### config.mk
export PLATFORM = sky130hd
export DESIGN_NAME = frame_capture
export DESIGN_NICKNAME = d
export VERILOG_FILES = /design/src/rtl/frame_capture.sv
export SDC_FILE = /design/constraint.sdc
export NUM_CORES = 1
export LEC_CHECK = 0
export CORE_ASPECT_RATIO = 0.7
export CORE_MARGIN = 2
export CORE_UTILIZATION = 50
export CTS_CLUSTER_SIZE = 25
export DETAILED_ROUTE_END_ITERATION = 12
export PLACE_DENSITY = 0.76
export SYNTH_ARGS = -nofsm -noshare
export SYNTH_HDL_FRONTEND = slang
export SYNTH_SLANG_ARGS = --single-unit
### constraint.sdc
create_clock -name reclk -period 3.9 [get_ports reclk]
set_clock_uncertainty 0.15 [all_clocks]
set_input_delay 0.585 -clock reclk [delete_from_list [all_inputs] [get_ports reclk]]
set_output_delay 0.585 -clock reclk [all_outputs]
set_load 0.02 [all_outputs]
### src/rtl/frame_capture.sv
// Frame capture: follows the memory unit's bit-select sequence and queues each
// completed 16-bit word into a DEPTH-entry FIFO with overflow and error tracking.
module frame_capture #(
  parameter int unsigned DEPTH = 4
) (
  input  logic        reclk,
  input  logic        rst,
  input  logic [3:0]  sl,
  input  logic [15:0] din,
  output logic        out_valid,
  input  logic        out_ready,
  output logic [15:0] out_data,
  output logic [4:0]  level,
  output logic        frame_err,
  output logic        overflow,
  output logic [7:0]  err_cnt
);

  localparam int unsigned PTR_W    = (DEPTH > 1) ? $clog2(DEPTH) : 1;
  localparam logic [4:0]  FULL_LVL = 5'(DEPTH);

  typedef enum logic [1:0] {
    HUNT    = 2'd0,
    COLLECT = 2'd1,
    ARMED   = 2'd2
  } state_e;

  state_e             state_q, state_d;
  logic [3:0]         sl_prev_q;
  logic               frame_err_q;
  logic [7:0]         err_cnt_q;
  logic               cap_c, err_c;

  logic [15:0]        mem [DEPTH];
  logic [PTR_W-1:0]   rd_ptr_q, rd_ptr_d;
  logic [PTR_W-1:0]   wr_ptr_q, wr_ptr_d;
  logic [4:0]         level_q, level_d;
  logic               out_valid_q;
  logic [15:0]        out_data_q, out_data_d;
  logic               overflow_q;
  logic               pop_c, push_c, drop_c, full_c;

  // Sequence tracker: classify this edge's sl against the previous sample.
  always_comb begin
    state_d = state_q;
    cap_c   = 1'b0;
    err_c   = 1'b0;
    case (state_q)
      HUNT: begin
        if (sl == 4'd0) state_d = COLLECT;
      end
      COLLECT: begin
        if (sl == sl_prev_q) begin
          state_d = COLLECT;
        end else if (sl == 4'(sl_prev_q + 4'd1)) begin
          state_d = (sl == 4'd15) ? ARMED : COLLECT;
        end else begin
          err_c = 1'b1;
        end
      end
      ARMED: begin
        if (sl == 4'd15) begin
          state_d = ARMED;
        end else if (sl == 4'd0) begin
          cap_c   = 1'b1;
          state_d = COLLECT;
        end else begin
          err_c = 1'b1;
        end
      end
      default: state_d = HUNT;
    endcase
    if (err_c) state_d = (sl == 4'd0) ? COLLECT : HUNT;
  end

  always_ff @(posedge reclk or negedge rst) begin
    if (!rst) begin
      state_q     <= HUNT;
      sl_prev_q   <= 4'd0;
      frame_err_q <= 1'b0;
      err_cnt_q   <= 8'd0;
    end else begin
      state_q     <= state_d;
      sl_prev_q   <= sl;
      frame_err_q <= err_c;
      if (err_c && (err_cnt_q != 8'hFF)) err_cnt_q <= err_cnt_q + 8'd1;
    end
  end

  // FIFO control; a pop frees a slot for a capture on the same edge.
  always_comb begin
    pop_c    = out_valid_q && out_ready;
    full_c   = (level_q == FULL_LVL);
    push_c   = cap_c && (!full_c || pop_c);
    drop_c   = cap_c && full_c && !pop_c;
    rd_ptr_d = pop_c  ? PTR_W'(rd_ptr_q + PTR_W'(1)) : rd_ptr_q;
    wr_ptr_d = push_c ? PTR_W'(wr_ptr_q + PTR_W'(1)) : wr_ptr_q;
    level_d  = 5'(level_q + 5'(push_c) - 5'(pop_c));
    if (level_d == 5'd0) begin
      out_data_d = 16'h0000;
    end else if (push_c && (wr_ptr_q == rd_ptr_d)) begin
      out_data_d = din;
    end else begin
      out_data_d = mem[rd_ptr_d];
    end
  end

  always_ff @(posedge reclk) begin
    if (push_c) mem[wr_ptr_q] <= din;
  end

  always_ff @(posedge reclk or negedge rst) begin
    if (!rst) begin
      rd_ptr_q    <= '0;
      wr_ptr_q    <= '0;
      level_q     <= 5'd0;
      out_valid_q <= 1'b0;
      out_data_q  <= 16'h0000;
      overflow_q  <= 1'b0;
    end else begin
      rd_ptr_q    <= rd_ptr_d;
      wr_ptr_q    <= wr_ptr_d;
      level_q     <= level_d;
      out_valid_q <= (level_d != 5'd0);
      out_data_q  <= out_data_d;
      if (drop_c) overflow_q <= 1'b1;
    end
  end

  assign out_valid = out_valid_q;
  assign out_data  = out_data_q;
  assign level     = level_q;
  assign frame_err = frame_err_q;
  assign overflow  = overflow_q;
  assign err_cnt   = err_cnt_q;

endmodule

After elaboration in Yosys (flattened, before gate mapping)
Memories as Yosys holds them, arrays and structs flattened.
Cells that the tools add are included.
Word-level totals
  memories: 1
  register bits: 42
  output and inout port bits: 32
  memory bits (writable): 64
Memories
  mem: depth 4, width 16, read ports 1, clocked after Yosys merged registers in 0, wr ports 1, RTL line 34  | logic [15:0] mem [DEPTH];
Cells by class
  mux-type cells: 21
  $add $sub $neg: 6
  equality and inequality tests: 9
  reductions and logical operators: 13
Operators with widths (number)
  $mux 16: 2
  $mux 2: 7
  $mux 1: 10
  $add 8x1->8 const B: 1
  $eq 4x4->1: 2
  $ne 8x8->1 const B: 1
  $logic_and 1x1->1: 6
  $pmux 2 s3: 1
  $add 5x1->5: 1
  $eq 5x3->1 const B: 1
  $logic_not 5->1: 1
  $reduce_bool 5->1: 1
  $sub 5x1->5: 1
  $add 2x1->2 const B: 2
  $add 4x1->4 const B: 1
  $eq 4x4->1 const B: 1
  $logic_not 4->1: 1
  $ne 4x4->1 const B: 1
  $eq 2x1->1 const B: 1
  $eq 2x2->1: 1
  $eq 2x2->1 const B: 1
  $logic_not 1->1: 2
  $logic_not 2->1: 1
  $pmux 1 s2: 1
  $logic_or 1x1->1: 1

Depth between registers and ports, before layout
  depth in word-level cells: 9
  depth in mapped cells: 15
  depth with buffers taken out: 14

Worst setup path after synthesis
Ideal clock, no wire load.
  path type: input -> register
  start: input sl[1]
  end: register out_data_q[10] (netlist: out_data[10])
  stages: 14
  path slack: -0.274 ns
  data arrival time: 3.892 ns
  library setup time: 0.132 ns
  cells stage by stage: or4_1 -> buf_2 -> a211oi_4 -> inv_1 -> ha_1 -> inv_1 -> ha_1 -> fa_1 -> a21o_1 -> a21oi_1 -> xnor2_1 -> nor3_1 -> clkbuf_1 -> nor2_1
On the way
  cells in the longest elaborated chain, start to end: 9
  elaborated cells between the ends (all ways): 12
  classes of those cells: add/sub: 2; eq/ne: 1; mux: 5; reduce/logical: 4
RTL lines
  start: declaration: RTL line 8  | input logic [3:0] sl,
  $logic_not 4->1: RTL line 64  | end else if (sl == 4'd0) begin
  $mux 1: RTL line 64
  $mux 1 (*): RTL line 62  | if (sl == 4'd15) begin
  $mux 1 (*): RTL line 48  | case (state_q)
  $logic_and 1x1->1 (*): RTL line 94  | push_c = cap_c && (!full_c || pop_c);
  $add 5x1->5 (*): RTL line 98  | level_d = 5'(level_q + 5'(push_c) - 5'(pop_c));
  $sub 5x1->5 (*): RTL line 98
  via level_d[4]: RTL line 37  | logic [4:0] level_q, level_d;
  $logic_not 5->1 (*): RTL line 99  | if (level_d == 5'd0) begin
  $mux 16 (*): RTL line 99
  via out_data_d[10]: RTL line 39  | logic [15:0] out_data_q, out_data_d;
  end signal: assignment: RTL line 125  | out_data_q <= out_data_d;
  end: declaration: RTL line 39
The timed path passes the listed nets; every way through them passes the cells marked *.
A chain may end at the register's enable or synchronous reset.

Worst setup path after layout
  start: input sl[1]
  end: register out_data_q[1] (netlist: out_data[1])
The elaborated chain is that of the path after synthesis.

==> impl_metrics.yaml <==
yosys:
  synth_sequential_area_ratio_pct: 65.80
  largest_cells_by_area_after_synthesis: "edfxtp_1 (43%), dfrtp_1 (23%), mux4_2 (8.0%), ha_1 (4.2%), mux2i_1 (3.5%)"
  leading_register_cell_type_out_of_synthesis: "edfxtp_1"
  yosysMostFrequentCell: "edfxtp_1"
  synth_cell_types: 45
  synth.avg_cell_area_sq_um: 16.49
  synth_async_sr_flop_share_pct: 39.62
  mappedNetlistArea_sq_um: 4518
  synth-seq-cells: 106
  postSynthCellCount: 274
  synth_top_area_share_pct: 42.54
  synth_edf_count: 64
  ys_top_cells_by_count: "edfxtp_1 (64), dfrtp_1 (42), mux2i_1 (16), mux4_2 (16), nor2_1 (16)"
  synth-warning-count: 0
  synthDominantAreaCellType: "edfxtp_1"
  synth_fp_nets: 313
detailed_routing:
  drt_pass1_iterations: 6
  initial_drt_markers: 183
  finalWirelength_um: 7943
  route.detailed.drc: 0
  drt-vias-per-instance: 5.378
  final_antenna_net_count: 0
  via_count: 2517
  route.detailed.wl_per_inst_um: 16.97
clock_network:
  cts_root_buffer: "clkbuf_16"
  tritoncts_num_sinks: 106
  clockBufferDepth: 2
  h-tree-depth: 3
  cts.repair_timing.setup_buffer_count: 0
  clk_latency_ns: 0.34
  cts_hold_buffers: 0
  cts_repair_resize_count: 0
  cts_inserted_buffers: 9
  tritoncts: "done"
  clkSlewWorstSetupHoldPaths_ns: 0.07
final_layout:
  diodes: 0
  share_of_cells_above_drive_strength_1_pct: 15.52
  n_fill_cell: 635
  syn2layout_area_growth_pct: 23.79
  postLayoutCellArea_sq_um: 5593
  finalNonFillerCells: 468
  finalNetCount: 382
worst_setup_path:
  worstSetupPathType: "in2reg"
  setup.reg_to_reg.worst_slack_ns: 0.50
  cp_max_fo: 17
  worst_r2r_path_depth: 15
  r2r-start: "level[3]"
  critPathArrivalTime_ns: 3.75
  worst_ep_required_time_ns: 3.98
  crit_path_start: "sl[1]"
  regToRegEndpoint: "out_data[1]"
  start_kind: "input pin"
  critical_path.endpoint_type: "flip-flop"
  crit_path_end: "out_data[1]"
global_routing:
  antenna_found_initial: 0
  global_route.usage.total_pct: 17.54
  via_count_of_the_first_global_routing_pass: 2592
  grt_start_max_net_pins: 43
  grt_first_pass_wirelength_um: 13380
  grt_overflow: 0
power:
  pwr_density_cell_nw_per_um2: 754.1
  clkPwrFrac_pct: 22.5
  power_switching_share_pct: 32.86
  internal_power_mw: 2.832
  ir_worst_vdd_v: 0.0003841
  power_switching_mw: 1.386
  comb_power_share_pct: 41.6
  power_frac_seq_pct: 36.0
  total_leakage_power_nw: 2.230
timing:
  worst_pin_slew_ns: 1.043
  finalHoldViolations: 0
  fmaxAchievable_mhz: 272.1
  max_transition_margin_pct: 30.15
  setup-violations-final: 0
  fin_tns_setup_ns: 0
  post-route-min-period_ns: 3.675
  rsz0062_at_grt: "no"
  fin_crit_sh_pct: 94.22
  final_slew_viol_count: 0
place:
  place_hpwl_um: 5319
  placedCellCount: 452
  dpl_cell_area_sq_um: 5275
  port-buffer-count: 54
  gpl.final_weighted_congestion: 0.7508
floorplan:
  coreArea_sq_um: 8618
  fp-row-count: 28
  initial_core_util_pct: 52.42
  boundaryPins: 55
  die-height_um: 83.53
  floorplan.die_area_sq_um: 9824
  die-width_um: 117.6
job:
  max_cap_viol_count: 0
hold_path:
  holdCritPathClass: "in2async"
outcome:
  run_status: "finished, final reports clean"
## worst min-delay path by stage
stage	from	end	depth (start not counted)
after floorplan	rst	err_cnt[0]	0
after global placement	overflow	overflow	1
after detailed placement	overflow	overflow	1
after CTS	rst	err_cnt[2]	1
after global routing	rst	out_data[6]	1
final	rst	err_cnt[3]	1
## registers in the layout (all words and copies together), names as in the netlist
register / count
mem: 64
out_data: 16
err_cnt: 8
level: 5
sl_prev_q: 4
rd_ptr_q: 2
state_q: 2
wr_ptr_q: 2
frame_err: 1
out_valid: 1
overflow: 1
## placed cells by master, fill, tap and decap left out, types with 2 or more instances in the layout
cell type	n
o21ai_0	6
mux4_2	16
nor2_1	16
edfxtp_1	64
and3_1	3
mux2i_1	16
dfrtp_1	42
xor2_1	6
a31oi_1	4
xnor3_1	3
clkinvlp_4	2
nand2_1	4
nand3_1	5
clkdlybuf4s50_1	53
and2_1	2
clkbuf_16	9
inv_1	15
nand4_1	6
a21o_1	3
buf_4	9
nor4_1	2
and2_2	4
xnor2_1	11
bufinv_16	2
a21oi_1	4
ha_1	15
## layer usage
layer	routed length (um)	vias to the layer above	GRT usage, %
met5	0	-	0
met3	454	5	6.011
met4	46	0	3.286
met2	3734	72	27.33
met1	3708	1277	24.49
li1	-	1163	-
## kinds of logic (layout without fill, tap and decap cells)
| kind of cell | after synthesis | after routing | synth area share [%] |
|---|---|---|---|
| fa+ha+maj | 16 | 16 | 4.597 |
| compound gates | 25 | 25 | 4.099 |
| flops | 106 | 106 | 65.80 |
| xor+xnor | 22 | 22 | 5.345 |
| buf+inv | 21 | 95 | 2.021 |
| mux | 33 | 33 | 11.77 |
| simple gates | 51 | 51 | 6.370 |
## worst max-delay path, stage by stage
cell,delay (ns)
clkdlybuf4s50_1,0.43
or4_1,0.59
a211oi_4,0.19
inv_1,0.06
ha_1,0.27
inv_1,0.04
ha_1,0.20
fa_1,0.40
xor2_1,0.17
or3_1,0.36
nor3_4,0.22
buf_12,0.17
nor2_1,0.06
## final cells by class
cell class                 count  area [sq um]  share of cell area (%)
tap                          120         150.1                   2.685
clock inverter                 7         92.59                   1.655
timing repair buffer          64         623.1                   11.14
inverter                      15         56.30                   1.007
sequential                   106          2973                   53.15
clock buffer                   9         225.2                   4.027
multi-input combinational    147          1473                   26.33
## power by group through the flow
stage	Combinational (mW)	Clock [mW]	Sequential, mW
floorplan	1.01	0	1.70
global placement	1.73	0	1.54
detailed placement	1.77	0	1.54
CTS	1.78	0.975	1.52
global route	1.93	1.02	1.54
finish	1.75	0.947	1.52
## metrics by stage
step / power (mW) / hold WS (ns) / setup WS (ns) / utilization [%]
final: 4.218 / 0.2530 / 0.2253 / 64.90
after global routing: 4.487 / 0.3451 / 0.1038 / 64.90
after CTS: 4.273 / 0.2784 / 0.2304 / 64.90
after detailed placement: 3.312 / 0.3295 / -0.1347 / 61.21
after global placement: 3.269 / 0.3082 / -0.06744 / 61.21
after floorplan: 2.709 / 0.1394 / 0.04744 / -
Note: power is estimated with default switching activity, not from simulation.
